File: src/rtl/trap_sequencer_if.sv
// rtl/trap_sequencer_if.sv - commit-side request, CSR write port and redirect bundle of the trap sequencer
interface trap_sequencer_if #(
  parameter int XLEN       = 32,
  parameter int CODE_WIDTH = 5
);
  logic                  exc_req;
  logic [CODE_WIDTH-1:0] exc_code;
  logic [XLEN-1:0]       exc_tval;
  logic                  irq_req;
  logic [CODE_WIDTH-1:0] irq_code;
  logic                  xret_req;
  logic [1:0]            xret_priv;
  logic [XLEN-1:0]       commit_pc;
  logic [1:0]            next_priv;
  logic [XLEN-1:0]       xtvec;
  logic [XLEN-1:0]       xepc;
  logic                  mem_busy;
  logic                  csr_ready;
  logic                  csr_we;
  logic [11:0]           csr_waddr;
  logic [XLEN-1:0]       csr_wdata;
  logic                  req_ack;
  logic                  busy;
  logic                  flush;
  logic [XLEN-1:0]       next_pc;
  logic                  xret_commit;

  modport master (
    output exc_req, exc_code, exc_tval, irq_req, irq_code, xret_req, xret_priv,
           commit_pc, next_priv, xtvec, xepc, mem_busy, csr_ready,
    input  csr_we, csr_waddr, csr_wdata, req_ack, busy, flush, next_pc, xret_commit
  );

  modport slave (
    input  exc_req, exc_code, exc_tval, irq_req, irq_code, xret_req, xret_priv,
           commit_pc, next_priv, xtvec, xepc, mem_busy, csr_ready,
    output csr_we, csr_waddr, csr_wdata, req_ack, busy, flush, next_pc, xret_commit
  );
endinterface

File: src/rtl/trap_sequencer.sv
// rtl/trap_sequencer.sv - trap entry / xRET sequencer: drain, xepc/xcause/xtval writes, single flush
// RAFI_TRAP_TVAL_EN adds the WR_TVAL stage; without it WR_CAUSE goes straight to REDIRECT.
module trap_sequencer #(
  parameter int XLEN       = 32,
  parameter int CODE_WIDTH = 5
) (
  input  logic             clk,
  input  logic             rst,
  trap_sequencer_if.slave  bus
);

  typedef enum logic [2:0] {
    S_IDLE,
    S_DRAIN,
    S_WR_EPC,
    S_WR_CAUSE,
`ifdef RAFI_TRAP_TVAL_EN
    S_WR_TVAL,
`endif
    S_REDIRECT
  } state_t;

  state_t state_q, state_d;

  logic                  is_irq_q;
  logic                  is_xret_q;
  logic [CODE_WIDTH-1:0] code_q;
  logic [1:0]            priv_q;
  logic [XLEN-1:1]       pc_q;
  logic                  any_req;
  logic                  accept;
  logic [3:0]            csr_hi;
  logic [XLEN-1:0]       cause_data;
  logic [XLEN-1:0]       tvec_base;
  logic [XLEN-1:0]       vec_off;
  logic [XLEN-1:0]       trap_target;

  assign any_req = bus.exc_req | bus.irq_req | bus.xret_req;
  assign accept  = (state_q == S_IDLE) && any_req;

  always_ff @(posedge clk or negedge rst) begin
    if (!rst) begin
      state_q <= S_IDLE;
    end else begin
      state_q <= state_d;
    end
  end

`ifdef RAFI_TRAP_TVAL_EN
  logic [XLEN-1:0] tval_q;

  always_ff @(posedge clk or negedge rst) begin
    if (!rst) begin
      tval_q <= '0;
    end else if (accept) begin
      tval_q <= (bus.exc_req) ? bus.exc_tval : '0;
    end
  end
`else
  logic unused_tval;
  assign unused_tval = ^bus.exc_tval;
`endif

  // Priority exc > irq > xret; the losers are simply not acknowledged.
  always_ff @(posedge clk or negedge rst) begin
    if (!rst) begin
      is_irq_q  <= 1'b0;
      is_xret_q <= 1'b0;
      code_q    <= '0;
      priv_q    <= 2'b00;
      pc_q      <= '0;
    end else if (accept) begin
      pc_q <= bus.commit_pc[XLEN-1:1];
      if (bus.exc_req) begin
        is_irq_q  <= 1'b0;
        is_xret_q <= 1'b0;
        code_q    <= bus.exc_code;
        priv_q    <= bus.next_priv;
      end else if (bus.irq_req) begin
        is_irq_q  <= 1'b1;
        is_xret_q <= 1'b0;
        code_q    <= bus.irq_code;
        priv_q    <= bus.next_priv;
      end else begin
        is_irq_q  <= 1'b0;
        is_xret_q <= 1'b1;
        code_q    <= '0;
        priv_q    <= bus.xret_priv;
      end
    end
  end

  always_comb begin
    state_d = state_q;
    case (state_q)
      S_IDLE:     if (any_req) state_d = S_DRAIN;
      S_DRAIN:    if (!bus.mem_busy) state_d = is_xret_q ? S_REDIRECT : S_WR_EPC;
      S_WR_EPC:   if (bus.csr_ready) state_d = S_WR_CAUSE;
`ifdef RAFI_TRAP_TVAL_EN
      S_WR_CAUSE: if (bus.csr_ready) state_d = S_WR_TVAL;
      S_WR_TVAL:  if (bus.csr_ready) state_d = S_REDIRECT;
`else
      S_WR_CAUSE: if (bus.csr_ready) state_d = S_REDIRECT;
`endif
      S_REDIRECT: state_d = S_IDLE;
      default:    state_d = S_IDLE;
    endcase
  end

  // Reserved privilege 2'b10 falls back to the M-mode CSR block.
  assign csr_hi = (priv_q == 2'b01) ? 4'h1 :
                  (priv_q == 2'b00) ? 4'h0 : 4'h3;

  assign cause_data  = {is_irq_q, {(XLEN-1-CODE_WIDTH){1'b0}}, code_q};
  assign tvec_base   = {bus.xtvec[XLEN-1:2], 2'b00};
  assign vec_off     = {{(XLEN-CODE_WIDTH){1'b0}}, code_q} << 2;
  assign trap_target = (is_irq_q && bus.xtvec[1:0] == 2'b01) ? tvec_base + vec_off : tvec_base;

  always_comb begin
    bus.csr_we      = 1'b0;
    bus.csr_waddr   = 12'h000;
    bus.csr_wdata   = '0;
    bus.req_ack     = 1'b0;
    bus.busy        = (state_q != S_IDLE);
    bus.flush       = 1'b0;
    bus.next_pc     = '0;
    bus.xret_commit = 1'b0;
    case (state_q)
      S_IDLE: bus.req_ack = rst & any_req;
      S_WR_EPC: begin
        bus.csr_we    = 1'b1;
        bus.csr_waddr = {csr_hi, 8'h41};
        bus.csr_wdata = {pc_q, 1'b0};
      end
      S_WR_CAUSE: begin
        bus.csr_we    = 1'b1;
        bus.csr_waddr = {csr_hi, 8'h42};
        bus.csr_wdata = cause_data;
      end
`ifdef RAFI_TRAP_TVAL_EN
      S_WR_TVAL: begin
        bus.csr_we    = 1'b1;
        bus.csr_waddr = {csr_hi, 8'h43};
        bus.csr_wdata = tval_q;
      end
`endif
      S_REDIRECT: begin
        bus.flush       = 1'b1;
        bus.next_pc     = is_xret_q ? bus.xepc : trap_target;
        bus.xret_commit = is_xret_q;
      end
      default: ;
    endcase
  end

endmodule

File: src/flat_wrapper.sv
// flat-port wrapper written by rule: the top's interface ports become plain ports
module trap_sequencer_flat 
#(
  parameter int XLEN       = 32,
  parameter int CODE_WIDTH = 5
)
  (clk, rst, bus_exc_req, bus_exc_code, bus_exc_tval, bus_irq_req, bus_irq_code, bus_xret_req, bus_xret_priv, bus_commit_pc, bus_next_priv, bus_xtvec, bus_xepc, bus_mem_busy, bus_csr_ready, bus_csr_we, bus_csr_waddr, bus_csr_wdata, bus_req_ack, bus_busy, bus_flush, bus_next_pc, bus_xret_commit);
  trap_sequencer_if #(.XLEN(XLEN), .CODE_WIDTH(CODE_WIDTH)) bus_i ();
  input  logic clk;
  input  logic rst;
  input wire logic [$bits(bus_i.exc_req)-1:0] bus_exc_req;
  input wire logic [$bits(bus_i.exc_code)-1:0] bus_exc_code;
  input wire logic [$bits(bus_i.exc_tval)-1:0] bus_exc_tval;
  input wire logic [$bits(bus_i.irq_req)-1:0] bus_irq_req;
  input wire logic [$bits(bus_i.irq_code)-1:0] bus_irq_code;
  input wire logic [$bits(bus_i.xret_req)-1:0] bus_xret_req;
  input wire logic [$bits(bus_i.xret_priv)-1:0] bus_xret_priv;
  input wire logic [$bits(bus_i.commit_pc)-1:0] bus_commit_pc;
  input wire logic [$bits(bus_i.next_priv)-1:0] bus_next_priv;
  input wire logic [$bits(bus_i.xtvec)-1:0] bus_xtvec;
  input wire logic [$bits(bus_i.xepc)-1:0] bus_xepc;
  input wire logic [$bits(bus_i.mem_busy)-1:0] bus_mem_busy;
  input wire logic [$bits(bus_i.csr_ready)-1:0] bus_csr_ready;
  output wire logic [$bits(bus_i.csr_we)-1:0] bus_csr_we;
  output wire logic [$bits(bus_i.csr_waddr)-1:0] bus_csr_waddr;
  output wire logic [$bits(bus_i.csr_wdata)-1:0] bus_csr_wdata;
  output wire logic [$bits(bus_i.req_ack)-1:0] bus_req_ack;
  output wire logic [$bits(bus_i.busy)-1:0] bus_busy;
  output wire logic [$bits(bus_i.flush)-1:0] bus_flush;
  output wire logic [$bits(bus_i.next_pc)-1:0] bus_next_pc;
  output wire logic [$bits(bus_i.xret_commit)-1:0] bus_xret_commit;
  assign bus_i.exc_req = bus_exc_req;
  assign bus_i.exc_code = bus_exc_code;
  assign bus_i.exc_tval = bus_exc_tval;
  assign bus_i.irq_req = bus_irq_req;
  assign bus_i.irq_code = bus_irq_code;
  assign bus_i.xret_req = bus_xret_req;
  assign bus_i.xret_priv = bus_xret_priv;
  assign bus_i.commit_pc = bus_commit_pc;
  assign bus_i.next_priv = bus_next_priv;
  assign bus_i.xtvec = bus_xtvec;
  assign bus_i.xepc = bus_xepc;
  assign bus_i.mem_busy = bus_mem_busy;
  assign bus_i.csr_ready = bus_csr_ready;
  assign bus_csr_we = bus_i.csr_we;
  assign bus_csr_waddr = bus_i.csr_waddr;
  assign bus_csr_wdata = bus_i.csr_wdata;
  assign bus_req_ack = bus_i.req_ack;
  assign bus_busy = bus_i.busy;
  assign bus_flush = bus_i.flush;
  assign bus_next_pc = bus_i.next_pc;
  assign bus_xret_commit = bus_i.xret_commit;
  trap_sequencer #(.XLEN(XLEN), .CODE_WIDTH(CODE_WIDTH)) u_core (.clk(clk), .rst(rst), .bus(bus_i));
endmodule
File: config.mk
export PLATFORM = sky130hd
export DESIGN_NAME = trap_sequencer_flat
export DESIGN_NICKNAME = d
export VERILOG_FILES = /design/src/rtl/trap_sequencer_if.sv /design/src/rtl/trap_sequencer.sv /design/src/flat_wrapper.sv
export SDC_FILE = /design/constraint.sdc
export NUM_CORES = 1
export LEC_CHECK = 0
export ABC_AREA = 1
export ABC_CLOCK_PERIOD_IN_PS = 3130
export BUFFER_PORTS_ARGS = -buffer_cell sky130_fd_sc_hd__buf_2
export CORE_MARGIN = 1
export CORE_UTILIZATION = 30
export CTS_CLUSTER_DIAMETER = 30
export DETAILED_ROUTE_END_ITERATION = 8
export GPL_TIMING_DRIVEN = 0
export SLEW_MARGIN = 10
export SYNTH_ARGS = -nofsm -noshare
export SYNTH_HDL_FRONTEND = slang
export SYNTH_SLANG_ARGS = --single-unit
File: constraint.sdc
create_clock -name clk -period 3.13 [get_ports clk]
set_input_delay 0.313 -clock clk [delete_from_list [all_inputs] [get_ports clk]]
set_output_delay 0.313 -clock clk [all_outputs]
set_load 0.02 [all_outputs]
---- Yosys cells after proc, flatten, opt, wreduce, memory -nomap -nowiden ----
Cells that the tools add are included.
cells by class
  add/sub/neg operators ................... 1
  eq/ne operators ......................... 10
  mux-type cells .......................... 25
  bitwise logic cells ..................... 3
  reduce and logical (&&, ||, !) cells .... 7
operators with widths
  cell                                                              number
  32-bit two-way mux                                                3
  32-bit one-hot mux with 2 select lines                            1
  32-bit by 7-bit adder with 32-bit output                          1
  12-bit one-hot mux with 2 select lines                            1
  3-bit two-way mux                                                 5
  3-bit one-hot mux with 4 select lines                             1
  5-bit two-way mux                                                 2
  1-bit two-way mux                                                 8
  3-bit by 2-bit == test with 1-bit output (second input constant)  2
  2-bit two-way mux                                                 3
  2-bit != test (second input constant)                             3
  2-bit by 1-bit == test with 1-bit output (second input constant)  2
  4-bit two-way mux                                                 1
  4-bit AND reduction                                               1
  3-bit by 1-bit == test with 1-bit output (second input constant)  1
  3-bit == test (second input constant)                             1
  3-bit zero test                                                   1
  3-bit nonzero test                                                1
  1-bit logical AND                                                 2
  2-bit zero test                                                   1
  2-bit by 1-bit != test with 1-bit output (second input constant)  1
  1-bit OR                                                          2
  2-bit OR reduction                                                1
  1-bit bitwise AND                                                 1
storage, ports and cells
  register bits ........................... 43
  input port bits ......................... 149
  logic and storage cells ................. 52

---- Logic depth before layout (Yosys ltp) ----
  depth after elaboration ................. 5
  mapped depth ............................ 14

---- Worst setup path after synthesis ----
No wires, ideal clock.
  path type ............................... register -> output
  from .................................... reg u_core.code_q[0]
  to ...................................... out bus_next_pc[26]
  arrival ................................. 2.013 ns
  data required time ...................... 2.817 ns
  slack ................................... 0.804 ns
  cell stages (with the launch flop) ...... 12
  cells stage by stage .................... dfrtp_1 > ha_1 > inv_1 > fa_1 > inv_1 > nand3_1 > nand3_1 > nand2_1 > nand2_1 > nand4_1 > or2_0 > a21oi_1
on the way
  longest elaborated chain between the ends .. 4
ends and longest elaborated chain
  item                                      RTL line               RTL
  start, declared                           trap_sequencer.sv:27   logic [CODE_WIDTH-1:0] code_q;
  start signal, assigned                    trap_sequencer.sv:77   code_q <= bus.exc_code;
  start signal, assigned                    trap_sequencer.sv:82   code_q <= bus.irq_code;
  32-bit by 7-bit adder with 32-bit output  trap_sequencer.sv:117  assign trap_target = (is_irq_q && bus.xtvec[1:0] == 2'b01) ? tvec_base + vec_off : tvec_base;
  32-bit two-way mux                        trap_sequencer.sv:117
  32-bit two-way mux                        trap_sequencer.sv:149  bus.next_pc = is_xret_q ? bus.xepc : trap_target;
  32-bit two-way mux                        trap_sequencer.sv:128  case (state_q)
  end, declared                             flat_wrapper.sv:30     output wire logic [$bits(bus_i.next_pc)-1:0] bus_next_pc;
Every way passes these cells.

---- Worst setup path in the final report ----
Same ends and word-level chain as after synthesis.

==> flow_summary.json <==
{
  "grt.overflow.total": 0,
  "timing.final.ws_setup_ps": 231.9,
  "synth_area_leaders": "dfrtp_1 29%, nand2_1 15%, nor2_1 9.7%",
  "cts_buffers": 5,
  "synth.yosys.seq_area_share_pct": 29.16,
  "pre_cts_slack_ps": 567.2,
  "path_buf_inv": 3,
  "setup_viol": 0,
  "grt_setup_unrepaired": "no",
  "netlist_instances": 594,
  "hold_violations": 0,
  "power_leakage_nw": 2.916,
  "vias": 4337,
  "first_global_vias": 4018,
  "diodes": 0,
  "worst-setup-path-type": "reg2out",
  "syn_area_um2": 3690,
  "seqCellArea_um2": 1076,
  "cap_viol_max_count": 0,
  "cts_buffer_depth": 2,
  "clkLatencyLatePin_ps": 280,
  "n_fill_cell": 1330,
  "cts_sinks": 43,
  "dieArea_um2": 12750,
  "place.gp.congestion": 0.9147,
  "fmax_mhz": 345.1,
  "finalCritPeriodShare_pct": 92.59,
  "port_buffers": 189,
  "placed_cells": 936,
  "status": "complete, no violations",
  "yosys-top-cells-count": "149 x nand2_1, 95 x nor2_1, 82 x inv_1",
  "vias_per_cell": 4.594,
  "start_kind": "flop",
  "path_clk_slew_ps": 60,
  "hold_path.class": "in2async",
  "yosysMostFrequentCell": "nand2_1",
  "end_kind": "primary output",
  "cts-resized-gates": 0,
  "fin_crit_ps": 2898,
  "die_w_um": 112.9,
  "cts_max_level": 2,
  "wirelength_um": 12460,
  "cts-hold-fix-buffers": 0,
  "synth_edf_count": 0,
  "multi_input_area_um2": 2130,
  "slew_violations": 0,
  "fin_cells": 944,
  "arrival_ps": 2590,
  "yosys_most_used_dff": "dfrtp_1",
  "route.detailed.drc": 0,
  "crit_family": "simple AND/OR/NAND/NOR gates",
  "row_count": 40,
  "grt.total_usage_pct": 19.49,
  "synth_area_leader_cell": "dfrtp_1",
  "worstPathMaxFanout": 6,
  "slew_headroom_pct": 35.42,
  "die_y_um": 112.9,
  "cts_tree": "done",
  "synth_cell_types": 39,
  "ios": 230,
  "drtAntennaViolNets": 0,
  "drtIter0Drc": 194,
  "critPathMaxStageDelay_ps": 400,
  "grt_max_degree": 45,
  "syn_area_per_cell_um2": 6.212,
  "cp_cell_sequence": "ha_1 > inv_1 > fa_1 > inv_1 > nand3_1 > nand3_1 > nand2_1 > nand2_1 > nand4_1 > or2_0 > a21oi_1 > buf_2",
  "max_slew.worst_pin.slew_ps": 968.7,
  "async_reset_ff_share_pct": 100.0,
  "nets": 951,
  "yosys_warnings": 0,
  "grt_pass1_wl_um": 19780,
  "fin_tns_setup_ps": 0,
  "first_pass_iters": 4,
  "slowest_stage": "dfrtp_1",
  "post_cts_buffers": 0,
  "drive_above_1_share_pct": 30.61,
  "antenna_found_initial": 0,
  "ys_ff_latch": 43,
  "vdd_drop_max_mv": 0.4729,
  "core_um2": 12010,
  "hpwl_um": 10140,
  "wire_per_inst_um": 13.20,
  "powerDensity_nw_per_um2": 795.6,
  "initial_utilization_pct": 30.72,
  "synth_top_area_share_pct": 29.16,
  "area_growth_pct": 36.05,
  "cp.required_ps": 2820,
  "fin_skew_ps": 3.840,
  "cts-root-buf": "clkbuf_16"
}
layout make-up:
class / instances / area share, %
repair buffers: 189 / 18.84
clock buffers: 6 / 2.767
well taps: 147 / 3.664
clock inverters: 2 / 0.7727
multi-input cells: 442 / 42.42
plain buffers: 29 / 3.614
flip-flops and latches: 43 / 21.44
inverters: 86 / 6.481
power breakdown:
part,switching (mW),total (mW),internal [mW]
logic,1.61,2.40,0.784
registers,0.135,0.973,0.839
clock network,0.221,0.622,0.401
worst paths after layout:
kind / from / to / slack, ps / depth (start not counted)
worst max register to register: u_core.state_q[0] / u_core.state_q[1] / 1530 / 7
worst max-delay path: u_core.code_q[0] / bus_next_pc[26] / 230 / 12
min in group clk: bus_commit_pc[1] / u_core.pc_q[1] / 230 / 3
worst min register to register: u_core.pc_q[1] / u_core.pc_q[1] / 470 / 2
max in group asynchronous: rst / u_core.is_xret_q / 2340 / 1
worst min-delay path: rst / u_core.pc_q[9] / 170 / 1
cell families after synthesis:
logic type      share of synthesized area (%)
xor+xnor                               0.7122
simple gates                            38.83
flops                                   29.16
buf+inv                                 13.73
fa+ha+maj                               2.238
compound gates                          15.23
other cells                            0.1016
routing by layer:
metal / global-route usage, % / wire, um / vias up
met5: 0 / 0 / -
met4: 3.860 / 85 / 0
met3: 3.321 / 906 / 8
met2: 35.51 / 5949 / 179
met1: 24.19 / 5515 / 1885
li1: - / - / 2265
layout by cell type, fill, tap and decap left out, types with 10 or more instances in the layout:
cell / synthesis / routed
a31oi_1: 10 / 10
nand2_1: 149 / 149
nor2_1: 95 / 95
inv_1: 82 / 82
o21ai_0: 58 / 58
dfrtp_1: 43 / 43
buf_2: 7 / 196
a21oi_1: 24 / 24
nand3_1: 33 / 33
worst reg2reg max path, stage by stage, from the launching register on:
cell     delay (ps)
dfrtp_1         420
nor2_2          170
nand2_2         170
nand2_1         210
inv_1            70
or2_0           220
nand3_1         140
o21ai_0          90
stage by stage:
| step | instance area (um2) | hold WS, ps | util (%) | total power, mW |
|---|---|---|---|---|
| after floorplan | 3712 | 17.41 | - | 2.607 |
| final | 5020 | 170.9 | 41.79 | 3.994 |
| after CTS | 5020 | 225.4 | 41.79 | 4.051 |
| after detailed placement | 4842 | 462.1 | 40.31 | 3.416 |
| after global placement | 4842 | 458.7 | 40.31 | 3.397 |
| after global routing | 5020 | 237.1 | 41.79 | 4.385 |
registers in the layout, summed over array words and instances, names as in the netlist:
name              count
u_core.pc_q          31
u_core.is_xret_q      1
u_core.priv_q         2
u_core.code_q         5
u_core.state_q        3
u_core.is_irq_q       1
(Power assumes the default switching activity.)
